`config.mk`:
```
export PLATFORM = sky130hd
export DESIGN_NAME = tdm_multiplexer_flat
export DESIGN_NICKNAME = d
export VERILOG_FILES = /design/src/rtl/tdm_multiplexer_if.sv /design/src/rtl/tdm_multiplexer.sv /design/src/flat_wrapper.sv
export SDC_FILE = /design/constraint.sdc
export NUM_CORES = 1
export LEC_CHECK = 0
export BUFFER_PORTS_ARGS = -buffer_cell sky130_fd_sc_hd__buf_2
export CAP_MARGIN = 10
export CELL_PAD_IN_SITES_DETAIL_PLACEMENT = 0
export CELL_PAD_IN_SITES_GLOBAL_PLACEMENT = 2
export CORE_MARGIN = 4
export CORE_UTILIZATION = 35
export CTS_CLUSTER_SIZE = 16
export DETAILED_ROUTE_END_ITERATION = 12
export PLACE_DENSITY = 0.84
export SYNTH_ARGS = -nofsm -noshare
export SYNTH_HDL_FRONTEND = slang
export SYNTH_SLANG_ARGS = --single-unit
```
`constraint.sdc`:
```
create_clock -name clk -period 5.6 [get_ports clk]
set_clock_uncertainty 0.05 [all_clocks]
set_input_delay 0.84 -clock clk [delete_from_list [all_inputs] [get_ports clk]]
set_output_delay 0.84 -clock clk [all_outputs]
set_load 0.02 [all_outputs]
```
`src/rtl/tdm_multiplexer_if.sv`:
```
// Bus bundle between the 8-to-1 TDM multiplexer and its environment.
// With SKIP_MASK_EN defined the bundle also carries the per-frame channel mask.
interface tdm_multiplexer_if;
  logic       en;
  logic       din_0;
  logic       din_1;
  logic       din_2;
  logic       din_3;
  logic       din_4;
  logic       din_5;
  logic       din_6;
  logic       din_7;
  logic       dout;
  logic [2:0] sel;
  logic       vld;
  logic       frame_start;
`ifdef SKIP_MASK_EN
  logic [7:0] ch_mask;

  modport master (
    output en, din_0, din_1, din_2, din_3, din_4, din_5, din_6, din_7, ch_mask,
    input  dout, sel, vld, frame_start
  );
  modport slave (
    input  en, din_0, din_1, din_2, din_3, din_4, din_5, din_6, din_7, ch_mask,
    output dout, sel, vld, frame_start
  );
`else
  modport master (
    output en, din_0, din_1, din_2, din_3, din_4, din_5, din_6, din_7,
    input  dout, sel, vld, frame_start
  );
  modport slave (
    input  en, din_0, din_1, din_2, din_3, din_4, din_5, din_6, din_7,
    output dout, sel, vld, frame_start
  );
`endif
endinterface

```
`src/rtl/tdm_multiplexer.sv`:
```
// Round-robin 8-to-1 TDM multiplexer with per-slot dwell, slot index, valid and frame-start.
// Optional SKIP_MASK_EN adds a per-frame channel mask; masked channels take no slot time.
module tdm_multiplexer #(
  parameter int unsigned DWELL = 1,
  parameter int unsigned CNT_W = 8
) (
  input  logic             clk,
  input  logic             rst_n,
  tdm_multiplexer_if.slave bus
);

  typedef enum logic [1:0] {
    IDLE  = 2'd0,
    SCAN  = 2'd1,
    DRAIN = 2'd2
  } state_e;

  localparam logic [CNT_W-1:0] LAST_CNT = CNT_W'(DWELL - 1);

  function automatic logic [2:0] lowest_set(input logic [7:0] m);
    logic [2:0] idx;
    idx = 3'd0;
    for (int i = 7; i >= 0; i--) begin
      if (m[i]) begin
        idx = 3'(i);
      end
    end
    return idx;
  endfunction

  function automatic logic [2:0] next_set(input logic [7:0] m, input logic [2:0] cur);
    logic [2:0] idx;
    logic       found;
    idx   = cur;
    found = 1'b0;
    for (int i = 0; i < 8; i++) begin
      if (!found && (i > int'(cur)) && m[i]) begin
        idx   = 3'(i);
        found = 1'b1;
      end
    end
    return idx;
  endfunction

  function automatic logic any_above(input logic [7:0] m, input logic [2:0] cur);
    return (m >> ({1'b0, cur} + 4'd1)) != 8'd0;
  endfunction

  state_e           state_q, state_d;
  logic [CNT_W-1:0] count_q, count_d;
  logic [2:0]       sel_q, sel_d;
  logic             dout_q, dout_d;
  logic             vld_q, vld_d;
  logic             fs_q, fs_d;
  logic [7:0]       mask_q, mask_d;

  logic [7:0] din_vec;
  logic [7:0] new_mask;
  logic       start_ok;
  logic       slot_end;
  logic       wrap;

  assign din_vec = {bus.din_7, bus.din_6, bus.din_5, bus.din_4,
                    bus.din_3, bus.din_2, bus.din_1, bus.din_0};

`ifdef SKIP_MASK_EN
  assign new_mask = bus.ch_mask;
`else
  assign new_mask = 8'hFF;
`endif

  // mask_q holds the channel set latched at the current frame start
  assign start_ok = (new_mask != 8'd0);
  assign slot_end = (count_q == LAST_CNT);
  assign wrap     = slot_end && !any_above(mask_q, sel_q);

  // State and datapath registers
  always_ff @(posedge clk) begin
    if (!rst_n) begin
      state_q <= IDLE;
      count_q <= {CNT_W{1'b0}};
      sel_q   <= 3'd0;
      dout_q  <= 1'b0;
      vld_q   <= 1'b0;
      fs_q    <= 1'b0;
      mask_q  <= 8'hFF;
    end else begin
      state_q <= state_d;
      count_q <= count_d;
      sel_q   <= sel_d;
      dout_q  <= dout_d;
      vld_q   <= vld_d;
      fs_q    <= fs_d;
      mask_q  <= mask_d;
    end
  end

  // Next-state logic: a draining frame always ends at its last slot, even if en returns there
  always_comb begin
    state_d = state_q;
    case (state_q)
      IDLE: begin
        if (bus.en && start_ok) begin
          state_d = SCAN;
        end else begin
          state_d = IDLE;
        end
      end
      SCAN: begin
        if (wrap && !start_ok) begin
          state_d = IDLE;
        end else if (!bus.en) begin
          state_d = DRAIN;
        end else begin
          state_d = SCAN;
        end
      end
      DRAIN: begin
        if (wrap) begin
          state_d = IDLE;
        end else if (bus.en) begin
          state_d = SCAN;
        end else begin
          state_d = DRAIN;
        end
      end
      default: begin
        state_d = IDLE;
      end
    endcase
  end

  // Output and datapath logic: dout is taken from the channel sel moves to on the same edge
  always_comb begin
    count_d = count_q;
    sel_d   = sel_q;
    dout_d  = dout_q;
    vld_d   = vld_q;
    fs_d    = 1'b0;
    mask_d  = mask_q;
    case (state_q)
      IDLE: begin
        if (state_d == SCAN) begin
          count_d = {CNT_W{1'b0}};
          sel_d   = lowest_set(new_mask);
          mask_d  = new_mask;
          fs_d    = 1'b1;
          vld_d   = 1'b1;
          dout_d  = din_vec[sel_d];
        end else begin
          count_d = {CNT_W{1'b0}};
          sel_d   = 3'd0;
          dout_d  = 1'b0;
          vld_d   = 1'b0;
        end
      end
      SCAN, DRAIN: begin
        if (state_d == IDLE) begin
          count_d = {CNT_W{1'b0}};
          sel_d   = 3'd0;
          dout_d  = 1'b0;
          vld_d   = 1'b0;
        end else begin
          if (slot_end) begin
            count_d = {CNT_W{1'b0}};
            if (wrap) begin
              sel_d  = lowest_set(new_mask);
              mask_d = new_mask;
              fs_d   = 1'b1;
            end else begin
              sel_d = next_set(mask_q, sel_q);
            end
          end else begin
            count_d = count_q + CNT_W'(1);
          end
          vld_d  = 1'b1;
          dout_d = din_vec[sel_d];
        end
      end
      default: begin
        count_d = {CNT_W{1'b0}};
        sel_d   = 3'd0;
        dout_d  = 1'b0;
        vld_d   = 1'b0;
      end
    endcase
  end

  assign bus.dout        = dout_q;
  assign bus.sel         = sel_q;
  assign bus.vld         = vld_q;
  assign bus.frame_start = fs_q;

endmodule

```
`src/flat_wrapper.sv`:
```
// flat-port wrapper written by rule: the top's interface ports become plain ports
module tdm_multiplexer_flat 
#(
  parameter int unsigned DWELL = 1,
  parameter int unsigned CNT_W = 8
)
  (clk, rst_n, bus_en, bus_din_0, bus_din_1, bus_din_2, bus_din_3, bus_din_4, bus_din_5, bus_din_6, bus_din_7, bus_dout, bus_sel, bus_vld, bus_frame_start);
  tdm_multiplexer_if bus_i ();
  input  logic clk;
  input  logic rst_n;
  input wire logic [$bits(bus_i.en)-1:0] bus_en;
  input wire logic [$bits(bus_i.din_0)-1:0] bus_din_0;
  input wire logic [$bits(bus_i.din_1)-1:0] bus_din_1;
  input wire logic [$bits(bus_i.din_2)-1:0] bus_din_2;
  input wire logic [$bits(bus_i.din_3)-1:0] bus_din_3;
  input wire logic [$bits(bus_i.din_4)-1:0] bus_din_4;
  input wire logic [$bits(bus_i.din_5)-1:0] bus_din_5;
  input wire logic [$bits(bus_i.din_6)-1:0] bus_din_6;
  input wire logic [$bits(bus_i.din_7)-1:0] bus_din_7;
  output wire logic [$bits(bus_i.dout)-1:0] bus_dout;
  output wire logic [$bits(bus_i.sel)-1:0] bus_sel;
  output wire logic [$bits(bus_i.vld)-1:0] bus_vld;
  output wire logic [$bits(bus_i.frame_start)-1:0] bus_frame_start;
  assign bus_i.en = bus_en;
  assign bus_i.din_0 = bus_din_0;
  assign bus_i.din_1 = bus_din_1;
  assign bus_i.din_2 = bus_din_2;
  assign bus_i.din_3 = bus_din_3;
  assign bus_i.din_4 = bus_din_4;
  assign bus_i.din_5 = bus_din_5;
  assign bus_i.din_6 = bus_din_6;
  assign bus_i.din_7 = bus_din_7;
  assign bus_dout = bus_i.dout;
  assign bus_sel = bus_i.sel;
  assign bus_vld = bus_i.vld;
  assign bus_frame_start = bus_i.frame_start;
  tdm_multiplexer #(.DWELL(DWELL), .CNT_W(CNT_W)) u_core (.clk(clk), .rst_n(rst_n), .bus(bus_i));
endmodule
```
==> results of run 1 <==
-- worst register-to-register path, cell delays in order (launching register included) --
cell,delay (ns)
dfxtp_1,0.36
inv_1,0.07
ha_1,0.14
nor3b_2,0.45
a22o_1,0.22
nand3_1,0.08
o311a_1,0.29
a211o_1,0.26
-- report_power, final --
group	leakage (nW)	switching, mW	internal (mW)
Sequential	0.130	0.00234	0.116
Clock	0.0138	0.0371	0.0250
Combinational	0.329	0.0135	0.0107
Total	0.472	0.0529	0.152
-- cell usage in the layout (no fill, tap or decap), types with 2 or more instances in the layout --
| cell | Yosys | layout |
|---|---|---|
| a21oi_1 | 3 | 3 |
| a21oi_2 | 2 | 2 |
| a22o_1 | 2 | 2 |
| and3_1 | 5 | 5 |
| buf_2 | 0 | 16 |
| clkbuf_4 | 0 | 3 |
| dfxtp_1 | 16 | 16 |
| ha_1 | 6 | 6 |
| inv_1 | 4 | 4 |
| nand2_1 | 8 | 8 |
| nand2b_1 | 2 | 2 |
| nand3_1 | 11 | 11 |
| nand3b_1 | 2 | 2 |
| nand4_1 | 5 | 5 |
| nor2_1 | 13 | 13 |
| nor2b_1 | 3 | 3 |
| nor3b_1 | 2 | 2 |
| o211ai_1 | 3 | 3 |
| xnor2_1 | 2 | 2 |
| xor2_1 | 7 | 7 |
-- Yosys cell counts (3+ instances only) --
master,instances
a21oi_1,3
and3_1,5
dfxtp_1,16
ha_1,6
inv_1,4
nand2_1,8
nand3_1,11
nand4_1,5
nor2_1,13
nor2b_1,3
o211ai_1,3
xor2_1,7
-- logic make-up (layout without fill, tap and decap cells) --
group	Yosys count	count (layout)	synth area share
AND/OR/NAND/NOR	58	58	0.350
AO/OA/AOI/OAI	17	17	0.148
flip-flops	16	16	0.324
XOR/XNOR	9	9	0.0797
adder cells (fa/ha/maj)	6	6	0.0759
buffers and inverters	6	23	0.0228
-- final cells by class --
class,count,area [µm²],share of cell area
tap,31,38.8,0.0345
multi-input combinational,90,647,0.576
timing repair buffer,16,80.1,0.0713
sequential,16,320,0.285
inverter,4,15.0,0.0134
clock buffer,3,22.5,0.0200
-- final timing paths --
kind,start,to,slack (ns),cells after the start
worst max-delay path,u_core.bus.sel[0],bus_sel[0],3.54,1
worst max register to register,u_core.count_q[0],u_core.bus.dout,3.57,7
worst min register to register,u_core.count_q[0],u_core.count_q[0],0.45,1
worst min-delay path,u_core.count_q[0],u_core.count_q[0],0.45,1
-- per-layer routing --
metal,up-vias,GRT usage
met5,-,0
met4,0,0.0279
met3,2,0.0482
met2,9,0.178
met1,397,0.190
li1,438,-
-- flip-flops by register name (all words and copies together), names as in the netlist --
register / flops
u_core.bus.dout: 1
u_core.bus.frame_start: 1
u_core.bus.sel: 3
u_core.count_q: 8
u_core.state_q: 2
u_core.bus.vld: 1
-- stage by stage --
step | setup WS (ns) | power, mW | hold slack (ns) | std cells | utilization
CTS | 3.52 | 0.208 | 0.449 | 160 | 0.411
floorplan | 3.70 | 0.136 | 0.398 | 112 | -
global route | 3.42 | 0.217 | 0.533 | 160 | 0.411
finish | 3.54 | 0.205 | 0.449 | 160 | 0.411
detailed placement | 3.59 | 0.146 | 0.430 | 157 | 0.403
global placement | 3.59 | 0.146 | 0.417 | 157 | 0.403
==> results_dict.tcl, run 1 <==
set metrics [dict create \
    netlist_instances 112 \
    wl_mm 2.08 \
    drtIter0Drc 38 \
    cts_tree "done" \
    ys.flop_type "dfxtp_1" \
    cts-buffers-inserted 3 \
    cp-end-kind "output pin" \
    synth_largest_area_cell "dfxtp_1" \
    io_pins 17 \
    via_count 846 \
    crit_chain "buf_2" \
    grt_first_pass_wirelength_mm 3.59 \
    slew_viol_final 0 \
    io_buffers 16 \
    drc 0 \
    die_h_um 61.2 \
    max_slew_margin 0.653 \
    critPathKind "reg -> out" \
    finalHoldViolations 0 \
    grtUsageTotal 0.129 \
    max_freq_mhz 485 \
    final.setup.tns_ns 0 \
    avgViaCountPerCell 5.29 \
    drive_gt1_frac 0.217 \
    route.top_layer_used "met4" \
    core_area_mm2 0.00273 \
    seq_area_frac_synth 0.324 \
    antenna_left 0 \
    synth_edf_count 0 \
    gp_congestion 0.799 \
    slowest_delay_ns 0.63 \
    grt_max_degree 16 \
    syn_nets 129 \
    status "finished clean" \
    power_density_mw_per_mm2 182 \
    synth.distinct_cells 33 \
    stdcell_area_mm2 0.00112 \
    initial_core_util 0.362 \
    netlist_area_um2 990 \
    diodes 0 \
    first_pass_iters 4 \
    start_kind "flip-flop" \
    yosys.area.top_type_share 0.324 \
    areaGrowthSynthToFinish_pct 13.5 \
    worstPathRequired_ns 4.71 \
    fin_crit_ns 2.06 \
    critPathBufInv 1 \
    die_width_um 61.2 \
    max-cap-violations 0 \
    ir_worst_vdd_mv 0.128 \
    fp-row-count 19 \
    hp-class "reg -> reg" \
    wl_met1_mm 1.06 \
    setup_viol 0 \
    syn_area_per_cell_um2 8.84 \
    grt_pass1_vias 788 \
    clock_sink_count 16 \
    placedInstanceArea_mm2 0.00110 \
    hold_buffers 0 \
    cts_setup_buffers 0 \
    crit_fanout 15 \
    tightest_slew_ns 0.519 \
    yosys-top-cells-area "dfxtp_1 32%, ha_1 7.6%, xor2_1 6.2%" \
    ys_ff_latch 16 \
    die_area_mm2 0.00374 \
    clock_latency_ns 0.29 \
    fin_crit_sh 0.368 \
    overflow 0 \
    cts-htree-levels 1 \
    clk_pin_slew_ns 0.10 \
    met3_length_um 92 \
    n_fill_cell 292 \
    ys_warn_count 0 \
    critPathArrivalTime_ns 1.17 \
    cts_resized 0 \
    place_hpwl_mm 1.63 \
    synth_async_sr_flop_share 0 \
    cp_slowest_cell "dfxtp_1" \
    wl_met2_um 906 \
    nets 148 \
    antenna_found_initial 0 \
    power.leakage_nw 0.472 \
    wl_per_cell_um 13.0 \
    clockRootBuffer "clkbuf_4" \
    rsz0062_at_grt "false" \
    clockBufferDepth 2 \
    crit_family "flip-flops" \
]
Note: power is estimated with default switching activity, not from simulation.
==> inputs of run 2 (changes only) <==
Settings changed: CORE_UTILIZATION 35 to 32, PLACE_DENSITY 0.84 to 0.78.
Clock period 5.6 ns to 2.15 ns, I/O delays scaled along.
==> run 2 against run 1 <==
- sequential power grew to 2.6 times the previous value
- die area is 8.1% higher
- design area is 1.3% higher
- utilization is 1.2 points lower
- count of clock-buffer cells in the layout stayed put
- critical path depth is 4 higher
- via count is 5.0% higher
- total power grew to 2.6 times the previous value
- worst hold slack worse by 0.25 ns
- routed wire length is 10% higher
- largest power group unchanged
- highest routed layer unchanged
==> results_dict.tcl, run 2 (synthesis results as in run 1) <==
set metrics [dict create \
    crit_fanout 6 \
    p_total_uw 533 \
    clockBufferDepth 2 \
    core_area_mm2 0.00285 \
    cts-htree-levels 1 \
    grt_pass1_vias 840 \
    hold_buffers 0 \
    critPathKind "reg -> reg" \
    die_width_um 63.6 \
    clk_pin_slew_ns 0.09 \
    via_count 888 \
    areaGrowthSynthToFinish_pct 15.0 \
    utilization 0.399 \
    io_buffers 16 \
    power.leakage_nw 0.481 \
    gp_congestion 0.736 \
    max_freq_mhz 488 \
    first_pass_iters 4 \
    io_pins 17 \
    final.setup.tns_ns 0 \
    hp-class "in -> reg" \
    slew_viol_final 0 \
    final_cell_mix "16 x buf_2, 16 x dfxtp_1, 13 x nor2_1" \
    finalHoldViolations 0 \
    cts_setup_buffers 0 \
    worstPathRequired_ns 2.28 \
    nets 150 \
    antenna_found_initial 0 \
    cts_resized 0 \
    antenna_left 0 \
    setup_viol 0 \
    initial_core_util 0.347 \
    grt_first_pass_wirelength_mm 3.91 \
    fin_crit_sh 0.953 \
    start_kind "flip-flop" \
    slowest_delay_ns 0.64 \
    ir_worst_vdd_mv 0.172 \
    wl_per_cell_um 14.1 \
    wl_mm 2.28 \
    overflow 0 \
    cts_tree "done" \
    clock_latency_ns 0.29 \
    drtIter0Drc 27 \
    post-place-ws_ns 0.129 \
    status "finished clean" \
    grtUsageTotal 0.119 \
    power_density_mw_per_mm2 468 \
    crit_chain "or4_4 -> o31ai_4 -> a21o_1 -> a211oi_1 -> a211o_1" \
    place_hpwl_mm 1.79 \
    avgViaCountPerCell 5.48 \
    fin_crit_ns 2.05 \
    setup_ws_ns 0.101 \
    cp-end-kind "flip-flop" \
    rsz0062_at_grt "false" \
    largest_register "u_core.count_q" \
    reg2reg_setup_slack_ns 0.10 \
    drive_gt1_frac 0.229 \
    die_h_um 63.6 \
    critPathBufInv 0 \
    holdCritStartpoint "bus_en" \
    drc 0 \
    grt_max_degree 16 \
    reg2reg_from "u_core.count_q[2]" \
    clockRootBuffer "clkbuf_4" \
    largest_reg_flops 8 \
    die_area_mm2 0.00405 \
    cp_slowest_cell "or4_4" \
    clock_sink_count 16 \
    crit_family "compound AO/OA/AOI/OAI gates" \
    crit_start "u_core.count_q[2]" \
    diodes 0 \
    tightest_slew_ns 0.509 \
    cts-buffers-inserted 3 \
    critPathArrivalTime_ns 2.18 \
    fp-row-count 19 \
    max-cap-violations 0 \
    max_slew_margin 0.660 \
]
run 2: where the power goes:
part	internal [mW]	total [mW]	switching [mW]
sequential	0.303	0.309	0.00635
clock	0.0651	0.160	0.0945
combinational	0.0279	0.0642	0.0362
total	0.396	0.533	0.137
run 2: cell type report:
class / instances / area [µm²]
clock buffers: 3 / 22.5
fillers: 302 / 1710
inverters: 4 / 15.0
multi-input cells: 90 / 647
flip-flops and latches: 16 / 320
well taps: 31 / 38.8
repair buffers: 18 / 95.1
run 2: final timing paths:
check | to | cells after the start
worst min register to register | u_core.count_q[0] | 1
worst max-delay path | u_core.bus.dout | 5
worst max register to register | u_core.bus.dout | 5
worst min-delay path | u_core.state_q[1] | 2
run 2: stage by stage:
stage	hold slack [ns]	cells	instance area, µm²
finish	0.202	162	1140
global route	0.206	162	1140
CTS	0.190	162	1140
detailed placement	0.447	159	1120
global placement	0.416	159	1120
floorplan	0.349	112	990
run 2: layer usage:
| metal | global-route usage | vias up | wire (µm) |
|---|---|---|---|
| li1 | - | 444 | - |
| met1 | 0.157 | 422 | 1110 |
| met2 | 0.185 | 20 | 1060 |
| met3 | 0.0426 | 2 | 96 |
| met4 | 0.0243 | 0 | 16 |
| met5 | 0 | - | 0 |
==> inputs of run 3 (changes only) <==
Settings changed: CORE_MARGIN 4 to unset, SKIP_CTS_REPAIR_TIMING set to 1, SLEW_MARGIN set to 20.
==> run 3 against run 2 <==
- the run now ends with design-rule violations left
- worst hold slack lost 0.020 ns
- non-clock buffer count rose by 2
- maximum frequency increased by 1.1%
- count of clock-buffer cells in the layout grew 1
- routed wire length is 3.5% lower
- worst setup slack better by 0.022 ns
- sequential share of layout area shrank 0.69 points
- die area decreased by 18%
- total power grew 8.3%
- first-iteration DRC count rose by 63%
==> results_dict.tcl, run 3 (synthesis results as in run 1) <==
set metrics [dict create \
    worstPathRequired_ns 2.29 \
    crit_fanout 6 \
    multiInputGateArea_um2 647 \
    clock_latency_ns 0.30 \
    areaGrowthSynthToFinish_pct 18.0 \
    tightest_slew_ns 0.456 \
    via_count 866 \
    largest_reg_flops 8 \
    avgViaCountPerCell 5.25 \
    power.leakage_nw 0.499 \
    utilization 0.409 \
    grt_pass1_vias 844 \
    nets 152 \
    place_hpwl_mm 1.72 \
    r2r_cells 5 \
    die_h_um 57.6 \
    grtUsageTotal 0.147 \
    crit_family "compound AO/OA/AOI/OAI gates" \
    r2r-end "u_core.bus.dout" \
    clk_pin_slew_ns 0.10 \
    critPathBufInv 0 \
    gp_congestion 0.747 \
    ir_worst_vdd_mv 0.242 \
    io_buffers 16 \
    final_cell_mix "16 x buf_2, 16 x dfxtp_1, 13 x nor2_1" \
    max-cap-violations 0 \
    dp.cells 161 \
    critPathArrivalTime_ns 2.17 \
    fin_crit_sh 0.943 \
    setup_viol 0 \
    clockRootBuffer "clkbuf_4" \
    drtIter0Drc 44 \
    largest_register "u_core.count_q" \
    status "complete, but fails checks" \
    holdCritStartpoint "bus_en" \
    cts-buffers-inserted 3 \
    drc 1 \
    first_pass_iters 8 \
    critPathKind "reg -> reg" \
    antenna_found_initial 0 \
    n_fill_cell 314 \
    cp_slowest_cell "or4_4" \
    cts_tree "done" \
    clock_sink_count 16 \
    final.setup.tns_ns 0 \
    reg2reg_setup_slack_ns 0.12 \
    worstHoldPathCells 2 \
    clockBufferDepth 2 \
    drive_gt1_frac 0.246 \
    regArea_um2 320 \
    wl_per_cell_um 13.4 \
    max_slew_margin 0.695 \
    wl_mm 2.20 \
    hp-class "in -> reg" \
    whs_endpoint "u_core.state_q[1]" \
    grt_max_degree 16 \
    initial_core_util 0.347 \
    slowest_delay_ns 0.64 \
    crit_start "u_core.count_q[2]" \
    start_kind "flip-flop" \
    rsz0062_at_grt "false" \
    p_total_uw 577 \
    antenna_left 0 \
    final_cells 165 \
    power_density_mw_per_mm2 494 \
    fp-row-count 19 \
    placedInstanceArea_mm2 0.00113 \
    reg2reg_from "u_core.count_q[2]" \
    overflow 0 \
    diodes 0 \
    die_width_um 57.6 \
    core_area_mm2 0.00285 \
    cts-htree-levels 1 \
    fin_crit_ns 2.03 \
    slew_viol_final 0 \
    crit_chain "or4_4 -> o31ai_4 -> a21o_1 -> a211oi_1 -> a211o_1" \
    max_freq_mhz 493 \
    cp-end-kind "flip-flop" \
    violations "design-rule violations" \
    stdcell_area_mm2 0.00117 \
    die_area_mm2 0.00332 \
    io_pins 17 \
    grt_first_pass_wirelength_mm 3.66 \
    finalHoldViolations 0 \
]
run 3: how the worst max path moves through the flow:
stage / slack (ns) / endpoint / cells past startpoint
finish: 0.12 / u_core.bus.dout / 5
global route: 0.05 / u_core.bus.dout / 5
CTS: 0.10 / u_core.bus.dout / 5
detailed placement: 0.16 / u_core.bus.dout / 5
global placement: 0.21 / u_core.bus.dout / 5
floorplan: 0.25 / u_core.bus.dout / 5
run 3: per-stage QoR:
step / setup slack (ns) / hold WS, ns
floorplan: 0.251 / 0.349
global placement: 0.207 / 0.484
detailed placement: 0.155 / 0.491
CTS: 0.104 / 0.176
global route: 0.0496 / 0.181
finish: 0.123 / 0.182
run 3: cell type report:
class / count / share of cell area
inverters: 4 / 0.0129
multi-input cells: 90 / 0.554
flip-flops and latches: 16 / 0.274
well taps: 31 / 0.0332
repair buffers: 20 / 0.0943
clock buffers: 4 / 0.0311
run 3: layer usage:
metal / part of all wire / routed length, µm / vias up / GRT usage
met5: 0 / 0 / - / 0
met4: 0.022 / 48 / 0 / 0.0871
met3: 0.030 / 67 / 6 / 0.0313
met2: 0.48 / 1050 / 12 / 0.238
met1: 0.47 / 1040 / 400 / 0.181
li1: - / - / 448 / -
run 3: worst reg2reg max path: stages (launching register included):
cell and delay [ns]:
dfxtp_1 0.39, or4_4 0.64, o31ai_4 0.32, a21o_1 0.22, a211oi_1 0.07, a211o_1 0.24
run 3: power breakdown:
group	internal, mW	leakage, nW	total, mW	switching, mW
Clock	0.103	0.0210	0.204	0.101
Combinational	0.0280	0.348	0.0638	0.0359
Sequential	0.303	0.130	0.309	0.00604
